File: src/rtl/state_change_pkg.sv
// state_change_pkg: shared defaults and the state type for FSM state registers.
package state_change_pkg;
  localparam int STATE_W_DEF = 3;
  localparam int RESET_STATE_DEF = 0;
  localparam int CNT_W_DEF = 16;
  typedef logic [STATE_W_DEF-1:0] state_t;
endpackage

File: src/rtl/state_dwell_timer.sv
// state_dwell_timer: saturating dwell counter with clear and timeout compare (TIMEOUT=0 disables).
module state_dwell_timer import state_change_pkg::*; #(
  parameter int CNT_W = CNT_W_DEF,
  parameter int TIMEOUT = 0
) (
  input  logic             clk,
  input  logic             rst_n,
  input  logic             clr,
  output logic [CNT_W-1:0] cnt,
  output logic             timeout
);
  localparam logic [CNT_W-1:0] TO = TIMEOUT[CNT_W-1:0];
  if (TIMEOUT < 0 || (CNT_W < 31 && TIMEOUT >= (1 << CNT_W))) begin : g_bad_timeout
    $error("state_dwell_timer: TIMEOUT exceeds dwell counter range");
  end
  always_ff @(posedge clk or negedge rst_n)
    if (!rst_n) cnt <= '0;
    else cnt <= clr ? '0 : (&cnt ? cnt : cnt + 1'b1);
  assign timeout = (TIMEOUT != 0) && (cnt >= TO);
endmodule

File: src/rtl/state_change2.sv
// state_change2: FSM state register with force-load, change pulse, dwell timer.
// Define STATE_CHANGE_HIST_EN to add a state history shift register.
module state_change2 import state_change_pkg::*; #(
  parameter int STATE_W = STATE_W_DEF,
  parameter int RESET_STATE = RESET_STATE_DEF,
  parameter int CNT_W = CNT_W_DEF,
  parameter int TIMEOUT = 0,
  parameter int HIST_DEPTH = 4,
  localparam int HC_W = $clog2(HIST_DEPTH + 1),
  localparam int HIST_W = HIST_DEPTH * STATE_W
) (
  input  logic               clk,
  input  logic               rst_n,
  input  logic               en,
  input  logic [STATE_W-1:0] state_next,
  input  logic               force_valid,
  input  logic [STATE_W-1:0] force_state,
  output logic [STATE_W-1:0] state_reg,
  output logic [STATE_W-1:0] state_prev,
  output logic               changed,
  output logic [CNT_W-1:0]   dwell_cnt,
  output logic               timeout,
  output logic [HIST_W-1:0]  hist_flat,
  output logic [HC_W-1:0]    hist_cnt
);
  localparam logic [STATE_W-1:0] RST = RESET_STATE[STATE_W-1:0];
  logic [STATE_W-1:0] cand;
  logic chg;
  assign cand = force_valid ? force_state : state_next;
  assign chg = (force_valid || en) && (cand != state_reg);
  always_ff @(posedge clk or negedge rst_n)
    if (!rst_n) begin
      state_reg <= RST;
      state_prev <= RST;
      changed <= 1'b0;
    end else begin
      changed <= chg;
      if (chg) begin
        state_reg <= cand;
        state_prev <= state_reg;
      end
    end
  state_dwell_timer #(.CNT_W(CNT_W), .TIMEOUT(TIMEOUT)) u_timer (
    .clk(clk), .rst_n(rst_n), .clr(chg), .cnt(dwell_cnt), .timeout(timeout)
  );
`ifdef STATE_CHANGE_HIST_EN
  // Entry 0 is the newest departed state, so it mirrors state_prev.
  always_ff @(posedge clk or negedge rst_n)
    if (!rst_n) begin
      hist_flat <= '0;
      hist_cnt <= '0;
    end else if (chg) begin
      hist_flat <= (hist_flat << STATE_W) | HIST_W'(state_reg);
      if (hist_cnt != HC_W'(HIST_DEPTH)) hist_cnt <= hist_cnt + 1'b1;
    end
`else
  assign hist_flat = '0;
  assign hist_cnt = '0;
`endif
endmodule

File: config.mk
export PLATFORM = sky130hd
export DESIGN_NAME = state_change2
export DESIGN_NICKNAME = d
export VERILOG_FILES = /design/src/rtl/state_change_pkg.sv /design/src/rtl/state_dwell_timer.sv /design/src/rtl/state_change2.sv
export SDC_FILE = /design/constraint.sdc
export NUM_CORES = 1
export LEC_CHECK = 0
export BUFFER_PORTS_ARGS = -buffer_cell sky130_fd_sc_hd__buf_2
export CORE_UTILIZATION = 45
export CTS_CLUSTER_DIAMETER = 40
export DETAILED_ROUTE_END_ITERATION = 8
export PLACE_DENSITY = 0.74
export RECOVER_POWER = 25
export REMOVE_ABC_BUFFERS = 1
export SETUP_SLACK_MARGIN = 0.02
export SLEW_MARGIN = 20
export SYNTH_ARGS = -nofsm -noshare
export SYNTH_HDL_FRONTEND = slang
export SYNTH_SLANG_ARGS = --single-unit
File: constraint.sdc
create_clock -name clk -period 2 [get_ports clk]
set_input_delay 0.1 -clock clk [delete_from_list [all_inputs] [get_ports clk]]
set_output_delay 0.1 -clock clk [all_outputs]
set_load 0.01 [all_outputs]
### Word level (Yosys, flattened, before mapping)

Cells that the tools add are included.

* flip-flop bits (word level): 23
* bits of input ports: 10
* output and inout bits: 39

* add/subtract/negate cells: 1
* eq/ne operators: 2
* muxes and demuxes: 3
* reduce and logical (&&, ||, !) cells: 3

Operators with widths (number)
* 2-to-1 mux 16 bit: 2
* adder 16 x 1 -> 16 bit (second input constant): 1
* AND reduction 16 bit: 1
* 2-to-1 mux 3 bit: 1
* != test 3 bit: 1
* != test 2 bit (second input constant): 1
* logical AND 1 bit: 1
* logical OR 1 bit: 1

### Logic depth before layout (Yosys ltp)

* word-level depth: 4
* gate-level depth with buffers: 7
* depth with buffers taken out: 5

### Cells and area by module

From an unflattened synthesis, not the netlist that was laid out.

* cells, all modules: 142
* area, all modules: 1426.4 µm²

Modules (own cells, without submodules)
* state_dwell_timer: times used 1, cells an instance 95, area an instance 923.4 µm², sequential area each 400.4 µm²
* state_change2: times used 1, cells an instance 47, area an instance 503.0 µm², sequential area each 175.2 µm²

### Worst setup path before layout

No wires, ideal clock.

* kind: register to register
* start: register u_timer.cnt[0]
* end: register u_timer.cnt[1]
* setup time: 121 ps
* arrival time: 1631 ps
* required time: 1879 ps
* path slack: 247 ps
* stages on the path, launching flop included: 6
* path buffers: 0
* clock period less this slack: 1753 ps
* path through: dfrtp_1 ha_1 nand3_1 nor4_4 mux2i_1 nor2_1

* word-level cells in the longest chain between the ends: 3
* elaborated cells on any way between the ends: 5
* those cells by class: 1 x add/sub; 1 x eq/ne; 2 x mux; 1 x reduce/logical

Ends and longest elaborated chain
* from (decl): RTL line state_dwell_timer.sv:9 `output logic [CNT_W-1:0] cnt,`
* from (signal assigned): RTL line state_dwell_timer.sv:18 `else cnt <= clr ? '0 : (&cnt ? cnt : cnt + 1'b1);`
* adder 16 x 1 -> 16 bit: RTL line state_dwell_timer.sv:18
* 2-to-1 mux 16 bit (2 in a row): RTL line state_dwell_timer.sv:18

Several ways; a longest one is shown, not always the timed one. The select of a mux whose other input is x is not followed.
A chain may end at the register's enable or synchronous reset.

### Worst setup path after layout

* start: register u_timer.cnt[0]
* end: register u_timer.cnt[5]

The elaborated chain is that of the path after synthesis.

==> results.yml <==
place:
  io_buffers: 32
  placed_area_mm2: 0.00149
  post-place-cells: 197
  routabilityCongestion: 0.851
  dp_hpwl_mm: 2.01
sta:
  hold_viol: 0
  clock_skew_ns: 0.00118
  finalCritPeriodShare_pct: 91.2
  relSlewSlack_pct: 17.8
  slew_viol_final: 0
  rsz0062_at_grt: "false"
  worst_pin_slew_ns: 1.23
  setup_tns_ns: 0
  fmax_ghz: 0.548
  post-route-min-period_ns: 1.82
  setup_viol: 0
setup_path:
  max_stage_delay_ns: 0.46
  startpoint: "u_timer.cnt[0]$_DFFE_PN0P_"
  cp_top_family: "simple AND/OR/NAND/NOR gates"
  critPathRequiredTime_ns: 2.24
  cp_max_fo: 9
  crit_arrival_ns: 2.07
  crit_path_end_kind: "register"
  critPathBufInv: 1
  start_kind: "register"
  crit_chain: "ha_1 -> nand3_2 -> nor4_4 -> buf_4 -> or4_1 -> a21oi_1"
  cpMaxStageDelayCell: "or4_1"
  path_class: "register to register"
  r2r_start: "u_timer.cnt[0]$_DFFE_PN0P_"
synth:
  synth.top_cells.by_count: "dfrtp_1, buf_4, nor2_1, a21oi_1"
  synth.area.top_cells: "dfrtp_1, buf_4, mux2i_1"
  synthSimpleGateAreaFrac_pct: 19.8
  synth_top_family_by_area: "simple AND/OR/NAND/NOR gates"
  postSynthCellCount: 137
  synth_area_mm2: 0.00135
  yosys.cell_types.count: 33
  synthMuxAreaShare_pct: 7.68
  synth_edf_count: 0
  synth_compound_area_share_pct: 13.9
  synth_xor_xnor_area_share_pct: 3.89
  synth_top_area_cell: "dfrtp_1"
  ys.flop_type: "dfrtp_1"
  yosysMostFrequentCell: "dfrtp_1"
  yosysTopAreaCellShare_pct: 42.6
  yosys.area_share.adder_pct: 0.925
  ys_seq_area_share_pct: 42.6
  async_flop_share_pct: 100
  ys_warn_count: 0
  ys_ff_latch: 23
  syn_avg_cell_area_um2: 9.87
clock_network:
  cts_tree: "done"
  clock-root-buffer: "clkbuf_4"
  cts_inserted_buffers: 3
  path_clk_slew_ns: 0.12
  htreeDepth: 1
  clock-sinks: 23
  clk_latency_ns: 0.30
  clockBufferDepth: 2
cells_and_area:
  drive_gt1_share_pct: 26.6
  largest_reg_flops: 16
  finalNonFillerCells: 204
  nNetsFinal: 185
  diodes: 0
  design_area_mm2: 0.00154
  syn_to_final_growth_pct: 14.2
grt:
  grt_max_degree: 24
  grt_pass1_vias: 1105
  grt.busiest_layer: "met2"
  globalRoute.totalOverflow: 0
  grtUsageMet1_pct: 23.7
  grt_usage_pct: 19.3
  met3_usage_pct: 2.53
  grt_antenna_before_repair: 0
  use_met2_pct: 34.4
  grt_pass1_wl_mm: 4.88
detailed_routing:
  route.detailed.drc: 6
  drt_first_pass_iters: 6
  drtIter0Drc: 63
  viasPerCell: 5.66
  ant_nets: 0
  wl_mm: 2.76
  wl_per_cell_um: 13.5
  vias: 1155
die:
  core_area_mm2: 0.00281
  dieArea_mm2: 0.00323
  ios: 49
  start_util_pct: 48.2
  die_h_um: 56.8
  die_x_um: 56.8
  rows: 19
hold_path:
  hp-class: "input port to register"
  worstHoldStart: "force_state[2]"
power:
  power_uw: 883
  power.leakage_uw: 0.000731
  vdd_ir_drop_max_mv: 0.330
  powerDensity_mw_per_mm2: 572
status:
  outcome: "finished with violations"
  violations: "DRC"
flow_run:
  maxCapViolations: 0
-- cell usage in the layout (no fill, tap or decap), types with 2 or more instances in the layout --
cell and n:
a211oi_1 3, a21oi_1 9, a31oi_1 2, and4_1 3, buf_2 31, buf_4 4
clkbuf_4 3, conb_1 16, dfrtp_1 23, dlygate4sd3_1 2, mux2_2 3, mux2i_1 7
nand2_1 7, nand3_1 5, nand4_1 4, nor2_1 10, nor3_1 5, o21ai_0 7
o31ai_1 3, o41ai_1 2, or3_1 4, xnor2_1 2, xor2_1 4
-- worst paths after layout --
| path | end | cells after the start | slack (ns) |
|---|---|---|---|
| min | state_reg[2]$_DFFE_PN0P_ | 3 | 0.02 |
| max reg2reg | u_timer.cnt[5]$_DFFE_PN0P_ | 6 | 0.18 |
| min in group asynchronous | u_timer.cnt[15]$_DFFE_PN0P_ | 2 | 0.56 |
| max | u_timer.cnt[5]$_DFFE_PN0P_ | 6 | 0.18 |
| min reg2reg | state_prev[2]$_DFFE_PN0P_ | 1 | 0.52 |
| max in group asynchronous | u_timer.cnt[5]$_DFFE_PN0P_ | 2 | 0.72 |
-- kinds of logic after synthesis --
logic type                 Yosys count
AOI/OAI and AO/OA                   29
xor gates and xnor gates             6
adders and majority gates            1
buffers and inverters               22
DFF                                 23
muxes                               10
other                                1
and+or+nand+nor                     45
-- metal layers --
| layer | share of wire, % | vias up |
|---|---|---|
| li1 | - | 548 |
| met1 | 43 | 559 |
| met2 | 51 | 46 |
| met3 | 5.4 | 2 |
| met4 | 0.54 | 0 |
| met5 | 0 | - |
-- stage by stage --
stage / worst slack, ns / hold WS, ns / utilization, %
4_1_cts: 0.0771 / 0.00272 / 54.6
5_1_grt: 0.0596 / 0.0117 / 55.0
2_1_floorplan: -0.0545 / -0.196 / -
3_3_place_gp: 0.203 / 0.0936 / 52.9
6_report: 0.175 / 0.0178 / 55.0
3_5_place_dp: 0.124 / 0.105 / 52.9
-- layout make-up --
| type | instances | area (um2) |
|---|---|---|
| Tap cell | 31 | 38.8 |
| Clock inverter | 1 | 5.00 |
| Sequential cell | 23 | 576 |
| Inverter | 1 | 3.75 |
| Clock buffer | 3 | 22.5 |
| Fill cell | 253 | 1260 |
| Timing Repair Buffer | 38 | 209 |
| Multi-Input combinational cell | 107 | 689 |
-- power breakdown --
part	internal, uW	total [uW]	switching [uW]
Combinational	65.4	157	91.5
Clock	74.6	213	138
Sequential	492	514	22.2
Total	632	883	252
-- worst min-delay path: cells and delay by family --
| kind | cells | cell delay (ns) |
|---|---|---|
| buf+inv | 1 | 0.09 |
| compound gates | 1 | 0.06 |
| simple gates | 1 | 0.05 |
-- what timing repair did --
action,in CTS,in global routing
buffers inserted,0,1
endpoints found under the setup margin,0,8
gates resized for setup,0,1
endpoints found under the hold margin,24,0
hold buffers,2,0
(Power assumes the default switching activity.)
